==> config.mk <==
export PLATFORM = sky130hd
export DESIGN_NAME = uart_echo_ctrl
export DESIGN_NICKNAME = d
export VERILOG_FILES = /design/src/rtl/uart_echo_ctrl.sv
export SDC_FILE = /design/constraint.sdc
export NUM_CORES = 1
export LEC_CHECK = 0
export ABC_CLOCK_PERIOD_IN_PS = 3100
export CORE_AREA = 2 2 107 109
export CTS_CLUSTER_SIZE = 12
export DETAILED_ROUTE_END_ITERATION = 7
export DIE_AREA = 0 0 109 111
export GPL_ROUTABILITY_DRIVEN = 0
export PLACE_DENSITY_LB_ADDON = 0.08
export SYNTH_ARGS = -nofsm -noshare
export SYNTH_HDL_FRONTEND = slang
export SYNTH_SLANG_ARGS = --single-unit
export TNS_END_PERCENT = 30
==> constraint.sdc <==
create_clock -name clk -period 3.1 [get_ports clk]
set_clock_uncertainty 0.15 [all_clocks]
set_input_delay 0.775 -clock clk [delete_from_list [all_inputs] [get_ports clk]]
set_output_delay 0.775 -clock clk [all_outputs]
set_load 0.02 [all_outputs]
==> src/rtl/uart_echo_ctrl.sv <==
// Echo sequencer for the CoreUART byte interface: drains RX bytes into a FIFO
// and writes them back for transmit in arrival order. Reads beat writes.
module uart_echo_ctrl #(
  parameter int DEPTH   = 16,
  parameter int AW      = 4,
  parameter int HOLDOFF = 2
) (
  input  logic          clk,
  input  logic          rst_n,
  input  logic          enable,
  input  logic          clr_ovf,
  input  logic          uart_rxrdy,
  input  logic          uart_txrdy,
  input  logic [7:0]    uart_data_out,
  output logic          uart_oen,
  output logic          uart_wen,
  output logic [7:0]    uart_data_in,
  output logic [AW:0]   fifo_count,
  output logic          overflow,
  output logic          busy
);

  localparam int HW = $clog2(HOLDOFF + 1);

  typedef enum logic [2:0] {
    IDLE      = 3'd0,
    RD        = 3'd1,
    RD_SETTLE = 3'd2,
    WR        = 3'd3,
    WR_HOLD   = 3'd4
  } state_t;

  // Handshake: CoreUART raises rxrdy/txrdy as "valid/ready"; this block answers
  // with a single-cycle active-low oen (read) or wen (write), never both at once.
  state_t        state;
  logic [7:0]    mem [DEPTH];
  logic [AW-1:0] wptr;
  logic [AW-1:0] rptr;
  logic [HW-1:0] hold_cnt;
  logic          full;
  logic          empty;
  logic          push;

  assign full  = (fifo_count == (AW + 1)'(DEPTH));
  assign empty = (fifo_count == '0);
  assign push  = (state == RD) && !full;

  // Storage is not reset; validity is tracked by the pointers and count.
  always_ff @(posedge clk) begin
    if (push) begin
      mem[wptr] <= uart_data_out;
    end
  end

  always_ff @(posedge clk or negedge rst_n) begin
    if (!rst_n) begin
      state        <= IDLE;
      uart_oen     <= 1'b1;
      uart_wen     <= 1'b1;
      uart_data_in <= 8'h00;
      fifo_count   <= '0;
      overflow     <= 1'b0;
      busy         <= 1'b0;
      wptr         <= '0;
      rptr         <= '0;
      hold_cnt     <= '0;
    end else begin
      // A drop in RD is assigned later in this block, so it overrides a clear.
      if (clr_ovf) begin
        overflow <= 1'b0;
      end

      case (state)
        IDLE: begin
          if (enable && uart_rxrdy) begin
            state    <= RD;
            uart_oen <= 1'b0;
            busy     <= 1'b1;
          end else if (enable && !empty && uart_txrdy) begin
            state        <= WR;
            uart_wen     <= 1'b0;
            uart_data_in <= mem[rptr];
            busy         <= 1'b1;
          end
        end

        RD: begin
          uart_oen <= 1'b1;
          state    <= RD_SETTLE;
          if (!full) begin
            wptr       <= wptr + 1'b1;
            fifo_count <= fifo_count + 1'b1;
          end else begin
            overflow <= 1'b1;
          end
        end

        RD_SETTLE: begin
          state <= IDLE;
          busy  <= 1'b0;
        end

        WR: begin
          uart_wen   <= 1'b1;
          rptr       <= rptr + 1'b1;
          fifo_count <= fifo_count - 1'b1;
          hold_cnt   <= HW'(HOLDOFF);
          state      <= WR_HOLD;
        end

        WR_HOLD: begin
          // txrdy may still show the previous byte's status until the holdoff expires.
          if (hold_cnt != '0) begin
            hold_cnt <= hold_cnt - 1'b1;
          end else if (uart_txrdy) begin
            state <= IDLE;
            busy  <= 1'b0;
          end
        end

        default: begin
          state    <= IDLE;
          uart_oen <= 1'b1;
          uart_wen <= 1'b1;
          busy     <= 1'b0;
        end
      endcase
    end
  end

endmodule

## Yosys cells after proc, flatten, opt, wreduce, memory -nomap -nowiden

Memory sizes are Yosys's and may differ from the RTL's. A register that Yosys moved wholly into a read port is not among the register bits.
Index checks and enable logic that the tools add are counted.

- Bits in read-only memories: 0
- Memory bits (writable): 128
- Memories: 1
- Input bits: 14
- Word-level logic and storage cells: 80
- Bits in latches: 0
- Flip-flop bits (word level): 22

- Order comparisons: 0
- Reductions and logical operators: 23
- $mul: 0
- Bitwise operators: 5
- Shift-type cells: 0
- Equal/unequal tests: 13
- Div/mod/pow operators: 0
- Add/sub/neg operators: 5
- Muxes and demuxes: 24

Memory list:

| name | words | width | read ports | clocked after memory_dff | wr ports | RTL line | text |
|---|---|---|---|---|---|---|---|
| mem | 16 | 8 | 1 | 1 | 1 | 36 | `logic [7:0] mem [DEPTH];` |

Operators with widths:

| operator | number |
|---|---|
| $ne A2 B2 Y1 const B | 7 |
| $mux W1 | 12 |
| $mux W3 | 4 |
| $pmux W3 S4 | 1 |
| $pmux W5 S2 | 1 |
| $reduce_and A3 Y1 | 3 |
| $add A4 B1 Y4 const B | 2 |
| $reduce_and A2 Y1 | 4 |
| $eq A3 B2 Y1 const B | 2 |
| $reduce_bool A2 Y1 | 3 |
| $reduce_or A3 Y1 | 2 |
| $add A5 B1 Y5 const B | 1 |
| $eq A5 B5 Y1 const B | 1 |
| $logic_not A5 Y1 | 1 |
| $mux W5 | 1 |
| $not A1 Y1 | 5 |
| $sub A5 B1 Y5 const B | 1 |
| $logic_and A1 B1 Y1 | 4 |
| $pmux W1 S2 | 2 |
| $pmux W2 S2 | 1 |
| $reduce_and A4 Y1 | 1 |
| $eq A3 B1 Y1 const B | 1 |
| $eq A3 B3 Y1 const B | 1 |
| $logic_not A1 Y1 | 3 |
| other kinds (6) | 6 |

## Logic depth before layout (Yosys ltp)

Gate-level depths: netlist of the first run.

- Depth after elaboration: 7
- Mapped depth: 9
- Depth with buffers taken out: 7

## Worst setup path before layout of the first run

Ideal clock, no wire load.

- Path type: register -> register
- Start point: register state[1]
- End point: memory mem[3][0], enable pin
- Clock period less this slack: 2,489 ps
- Arrival: 1,955 ps
- Slack: 611 ps
- Buffers on the path: 2
- Library setup time: 383 ps
- Stages on the path, launching flop included: 7
- Cell sequence: dfrtp_1 -> buf_2 -> or3b_1 -> a21oi_1 -> buf_2 -> nand2_1 -> nor3_1

- Word-level cells in the longest chain between the ends: 4

RTL lines:

| element | RTL line | text |
|---|---|---|
| from (decl) | 35 | `state_t state;` |
| from (signal assigned) | 57 | `state <= IDLE;` |
| from (signal assigned) | 76 | `state <= RD;` |
| from (signal assigned) | 80 | `state <= WR;` |
| $eq A3 B1 Y1 | 46 | `assign push = (state == RD) && !full;` |
| $logic_and A1 B1 Y1 | 46 |  |
| $mux W1 | 50 | `if (push) begin` |
| $mux W1 (not written as such) | 51 | `mem[wptr] <= uart_data_out;` |
| to (decl) | 36 |  |

Every way passes these cells.

## Worst setup path after layout of the first run

- Start point: register state[0]
- End point: memory mem[3][3], enable pin

The elaborated chain is that of the path after synthesis.

==> impl_metrics.env, run 1 <==
export IMPL_syn_nets=374
export IMPL_cts_tree="built"
export IMPL_worstPathRequired_ns=3.07
export IMPL_worst_path_max_delay_cell="dfrtp_1"
export IMPL_routed_wl_um=12100
export IMPL_final_common_cell="edfxtp_1"
export IMPL_core_area_um2=11100
export IMPL_worstMarginPinSlew_ns=0.765
export IMPL_cpMostUsedCell="buf_4"
export IMPL_place_detailed_hpwl_um=8090
export IMPL_die_area_um2=12100
export IMPL_cp_top_family="simple AND/OR/NAND/NOR gates"
export IMPL_irDropWorstVdd_uv=488
export IMPL_arrival_ns=2.50
export IMPL_p_leak_nw=2.61
export IMPL_busiest_layer="met2"
export IMPL_clock_path_buffers=2
export IMPL_clock_fmax_mhz=394
export IMPL_power_density_nw_per_um2=878
export IMPL_synthFlopType="edfxtp_1"
export IMPL_portBuffers=30
export IMPL_numClockSinks=158
export IMPL_drtPass1Iterations=4
export IMPL_fin_util_pct=68.5
export IMPL_post_drt_wl_per_cell_um=21.7
export IMPL_dp_cells=526
export IMPL_num_io_pins=31
export IMPL_synth_cell_area_um2=6410
export IMPL_yosysWarnings=0
export IMPL_seq_area_frac_synth_pct=71.7
export IMPL_maxSlewViolCount=0
export IMPL_r2r_start="state[0]$_DFFE_PN0P_"
export IMPL_initial_core_util_pct=57.9
export IMPL_tns_ns=0
export IMPL_cts_resized_gates=0
export IMPL_core_rowCount=39
export IMPL_antenna_found_initial=0
export IMPL_grt_use_met2_pct=34.7
export IMPL_rsz0062_at_grt="no"
export IMPL_setup_viol=0
export IMPL_final_cell_mix="edfxtp_1 (128), mux4_2 (32), clkdlybuf4s50_1 (30)"
export IMPL_grt_pass1_wl_um=19200
export IMPL_h_tree_depth=4
export IMPL_die_w_um=109
export IMPL_grt_max_degree=18
export IMPL_grt_pass1_vias=3384
export IMPL_critPathKind="reg -> reg"
export IMPL_crit_chain="or3b_1 -> a21oi_1 -> buf_4 -> nand2_1 -> nor3_1 -> buf_4"
export IMPL_period_share_pct=81.8
export IMPL_synth_seq_cells=158
export IMPL_max_stage_delay_ns=0.51
export IMPL_drt_iter0_drc=219
export IMPL_post_place_ws_ns=0.452
export IMPL_syn_to_final_growth_pct=18.2
export IMPL_die_y_um=111
export IMPL_hold_violations=0
export IMPL_final_min_clock_period_ns=2.54
export IMPL_cts_setup_buffers=0
export IMPL_vias=3227
export IMPL_avgSynthCellArea_um2=18.3
export IMPL_clock_latency_ns=0.41
export IMPL_endpoint_kind="flip-flop"
export IMPL_ant_nets=0
export IMPL_routed_via_density=5.78
export IMPL_critPathMaxFanout=11
export IMPL_grtUsageMet3_pct=4.88
export IMPL_grt_ovfl_total=0
export IMPL_cts_hold_buf=0
export IMPL_maxSlewHeadroom_pct=48.8
export IMPL_cts_buffers=17
export IMPL_ys_types=46
export IMPL_status="finished clean"
export IMPL_critical_path_buf_inv_count=2
export IMPL_layout_nets=426
export IMPL_synthesis_instances=350
export IMPL_hold_path_startpoint="uart_oen$_DFFE_PN1P_"
export IMPL_cts_root_buffer_cell="clkbuf_16"
export IMPL_hold_class="reg -> reg"
export IMPL_start_kind="flip-flop"
export IMPL_num_antenna_cells=0
export IMPL_synth_edf_count=128
export IMPL_crit_path_start="state[0]$_DFFE_PN0P_"
export IMPL_path_clk_slew_ns=0.06
export IMPL_synthArstFlopShare_pct=19.0
export IMPL_use_met1_pct=32.0
export IMPL_drv_cap=0
export IMPL_layoutNonFillerInstCount=558
export IMPL_post_route_drc_count=0
export IMPL_drive_above_1_share_pct=24.3
export IMPL_grt_usage_pct=22.3
export IMPL_worst_slack_ns=0.565
==> final timing paths <==
kind	slack, ns	end	cells past startpoint
min in group asynchronous	0.66	rptr[0]$_DFFE_PN0P_	1
hold / removal	0.34	uart_oen$_DFFE_PN1P_	2
hold reg to reg	0.34	uart_oen$_DFFE_PN1P_	2
setup / recovery	0.56	mem[3][3]$_DFFE_PP_	6
max in group asynchronous	1.49	wptr[2]$_DFFE_PN0P_	2
setup reg to reg	0.56	mem[3][3]$_DFFE_PP_	6
==> cell type report <==
cell class / instances / area, um2
tap: 143 / 179
multi-input combinational: 164 / 1680
inverter: 6 / 22.5
clock buffer: 19 / 433
timing repair buffer: 55 / 500
fill: 727 / 3490
sequential: 158 / 4600
clock inverter: 13 / 165
==> worst min-delay path, delay by kind of cell (launching register included) <==
kind,cells,cell delay (ns)
compound gates,1,0.06
flops,1,0.38
simple gates,1,0.05
==> report_power, final <==
group	leakage (nW)	internal, mW	switching [mW]	total (mW)
clock	0.283	1.27	0.811	2.08
combinational	0.819	0.881	0.837	1.72
sequential	1.51	2.55	0.304	2.86
==> state kept, by name, indices dropped and copies added, names as in the netlist <==
| signal | count |
|---|---|
| hold_cnt | 2 |
| busy | 1 |
| overflow | 1 |
| wptr | 4 |
| mem | 128 |
| uart_oen | 1 |
| uart_data_in | 8 |
| state | 3 |
| uart_wen | 1 |
| fifo_count | 5 |
| rptr | 4 |
==> metal layers <==
metal	share of wire, %	wire, um
met5	0	0
met1	46	5630
met4	1.3	156
met3	3.5	420
met2	49	5910
==> kinds of logic after synthesis <==
logic type,synth area share [%]
AO/OA/AOI/OAI,4.56
XOR/XNOR,1.37
adder cells (fa/ha/maj),2.22
buffers and inverters,2.09
AND/OR/NAND/NOR,4.93
flip-flops,71.7
multiplexers,13.2
==> cells in the mapped netlist, types with 3 or more instances <==
library cell  instances  share of area (%)
mux4_2               32                 11
buf_2                 5               0.39
xnor2_1               8                1.1
nor2_1               26                1.5
clkbuf_1             10               0.59
a221oi_2              8                1.9
edfxtp_1            128                 60
buf_1                 3               0.18
o22ai_1               9               0.88
a21oi_1               5               0.39
mux2i_1               9                1.4
nor3_1                7               0.55
nand2_1              12               0.70
ha_1                  9                1.8
inv_1                 6               0.35
dfrtp_1              28                 11
nand2b_1              8               0.78
==> through the flow <==
| step | instance area [um2] | power, mW | hold WS [ns] |
|---|---|---|---|
| 2_1_floorplan | 6410 | 4.03 | 0.329 |
| 3_3_place_gp | 6980 | 4.59 | 0.328 |
| 3_5_place_dp | 6980 | 4.64 | 0.334 |
| 4_1_cts | 7580 | 6.71 | 0.343 |
| 5_1_grt | 7580 | 6.97 | 0.357 |
| 6_report | 7580 | 6.66 | 0.340 |
Power figures use the tool's default switching activity.
==> run 2: changes to the inputs <==
ABC_CLOCK_PERIOD_IN_PS = 2100   (was 3100)
CORE_AREA = 2 2 112 114   (was 2 2 107 109)
DIE_AREA = 0 0 114 116   (was 0 0 109 111)
clock period = 2.1 ns   (was 3.1 ns; I/O delays follow)
==> run 2 against run 1 <==
Against the previous run: register-to-register slack worse by 0.52 ns; die area is 9.3% higher; worst hold slack worse by 0.027 ns; sequential share of layout area is 3.4 points lower; design area is 5.9% higher; first-iteration DRC count is 44% higher; final cell count is 3.2% higher; flip-flop and latch count stayed put; non-clock buffer count is 15 higher; critical path type is now reg -> out; largest cell class unchanged; highest routed layer unchanged.
==> impl_metrics.env, run 2 (same netlist as run 1, synthesis figures left out) <==
export IMPL_status="finished clean"
export IMPL_crit_chain="clkdlybuf4s50_1"
export IMPL_critical_path_cell_count=1
export IMPL_multi_input_area_um2=1810
export IMPL_post_place_ws_ns=-0.278
export IMPL_p_comb_share_pct=29.6
export IMPL_fillCellCount=791
export IMPL_power_switching_mw=3.04
export IMPL_post_route_drc_count=0
export IMPL_routed_via_density=5.77
export IMPL_num_antenna_cells=0
export IMPL_critical_path_reg2reg_endpoint="mem[13][1]$_DFFE_PP_"
export IMPL_clock_latency_ns=0.42
export IMPL_setup_viol=0
export IMPL_grt_usage_pct=20.3
export IMPL_critPathKind="reg -> out"
export IMPL_place_detailed_hpwl_um=8220
export IMPL_switching_share_pct=29.7
export IMPL_die_area_um2=13200
export IMPL_worstPathRequired_ns=1.42
export IMPL_routed_wl_um=12400
export IMPL_drtPass1Iterations=5
export IMPL_layout_nets=441
export IMPL_core_area_um2=11900
export IMPL_hold_violations=0
export IMPL_portBuffers=30
export IMPL_seqCellArea_um2=4600
export IMPL_initial_core_util_pct=53.9
export IMPL_clock_fmax_mhz=486
export IMPL_largest_register="mem"
export IMPL_post_drt_wl_per_cell_um=21.5
export IMPL_max_stage_delay_ns=0.61
export IMPL_cts_hold_buf=0
export IMPL_cp_top_family="buffers and inverters"
export IMPL_syn_to_final_growth_pct=25.2
export IMPL_largestRegisters="mem (128), uart_data_in (8), fifo_count (5)"
export IMPL_drt_iter0_drc=316
export IMPL_path_clk_slew_ns=0.06
export IMPL_endpoint_kind="output port"
export IMPL_final_common_cell="edfxtp_1"
export IMPL_rr_worst_depth=6
export IMPL_core_rowCount=40
export IMPL_drive_above_1_share_pct=32.4
export IMPL_worst_slack_ns=0.0413
export IMPL_cts_buffers=17
export IMPL_h_tree_depth=4
export IMPL_clock_path_buffers=2
export IMPL_worstMarginPinSlew_ns=0.637
export IMPL_num_io_pins=31
export IMPL_maxSlewViolCount=0
export IMPL_final_cell_mix="edfxtp_1 (128), mux4_2 (32), dfrtp_1 (27)"
export IMPL_largest_reg_flops=128
export IMPL_power_frac_clock_pct=30.6
export IMPL_arrival_ns=1.38
export IMPL_numClockSinks=158
export IMPL_antenna_found_initial=0
export IMPL_final_min_clock_period_ns=2.06
export IMPL_power_density_nw_per_um2=1280
export IMPL_r2r_start="state[1]$_DFFE_PN0P_"
export IMPL_grt_max_degree=34
export IMPL_hold_class="in -> async"
export IMPL_die_y_um=116
export IMPL_p_int_mw=7.21
export IMPL_grt_ovfl_total=0
export IMPL_grt_pass1_vias=3394
export IMPL_vias=3322
export IMPL_cts_root_buffer_cell="clkbuf_16"
export IMPL_ant_nets=0
export IMPL_period_share_pct=98.0
export IMPL_drv_cap=0
export IMPL_tns_ns=0
export IMPL_irDropWorstVdd_uv=786
export IMPL_critPathMaxFanout=2
export IMPL_worst_path_max_delay_cell="clkdlybuf4s50_1"
export IMPL_die_w_um=114
export IMPL_cts_tree="built"
export IMPL_reg2reg_slack_ns=0.04
export IMPL_timing_hold_ws_ns=0.313
export IMPL_p_seq_share_pct=39.7
export IMPL_maxSlewHeadroom_pct=57.4
export IMPL_grt_pass1_wl_um=19200
export IMPL_p_leak_nw=2.80
export IMPL_critical_path_buf_inv_count=1
export IMPL_start_kind="flip-flop"
run 2: power by group through the flow:
stage / sequential, mW / combinational (mW) / clock [mW]
5_1_grt: 4.12 / 3.29 / 3.32
3_5_place_dp: 4.11 / 3.06 / 0
2_1_floorplan: 4.21 / 1.84 / 0
4_1_cts: 4.05 / 3.02 / 3.19
6_report: 4.07 / 3.04 / 3.14
3_3_place_gp: 4.10 / 3.00 / 0
run 2: final cells by class:
cell class / count / area share [%]
tap: 147 / 2.29
sequential: 158 / 57.3
clock inverter: 13 / 2.13
clock buffer: 18 / 5.34
inverter: 6 / 0.280
multi-input combinational: 164 / 22.5
timing repair buffer: 70 / 10.2
run 2: worst register-to-register path, stage by stage (launching register included):
cell     delay, ns
dfrtp_1       0.38
or3b_1        0.43
a21oi_2       0.16
buf_6         0.17
nand2_2       0.14
nor2_2        0.19
buf_12        0.15
run 2: worst max-delay path by stage:
stage / to / start / slack (ns)
floorplan: mem[12][0]$_DFFE_PP_ / state[1]$_DFFE_PN0P_ / -0.11
global placement: uart_data_in[4]$_DFFE_PN0P_ / enable / -0.18
detailed placement: uart_data_in[6]$_DFFE_PN0P_ / enable / -0.28
CTS: mem[0][3]$_DFFE_PP_ / state[1]$_DFFE_PN0P_ / 0.01
global route: mem[1][1]$_DFFE_PP_ / state[1]$_DFFE_PN0P_ / -0.02
finish: uart_data_in[5] / uart_data_in[5]$_DFFE_PN0P_ / 0.04
run 2: metal layers:
metal | track usage (%) | wire [um]
met2 | 31.6 | 5990
met4 | 6.02 | 139
met1 | 28.1 | 5760
met3 | 6.01 | 481
met5 | 0 | 0
run 2: stage by stage:
| stage | total power [mW] | std cells | cell area [um2] | util [%] |
|---|---|---|---|---|
| floorplan | 6.05 | 350 | 6510 | - |
| global placement | 7.10 | 543 | 7370 | 61.8 |
| detailed placement | 7.17 | 543 | 7370 | 61.8 |
| CTS | 10.3 | 574 | 7970 | 66.9 |
| global route | 10.7 | 576 | 8030 | 67.4 |
| finish | 10.3 | 576 | 8030 | 67.4 |
run 2: what timing repair did:
item	CTS	global route
gates cloned	0	0
pin swaps	0	2
resized for setup	12	15
endpoints found under the setup margin	73	108
setup buffers	0	2
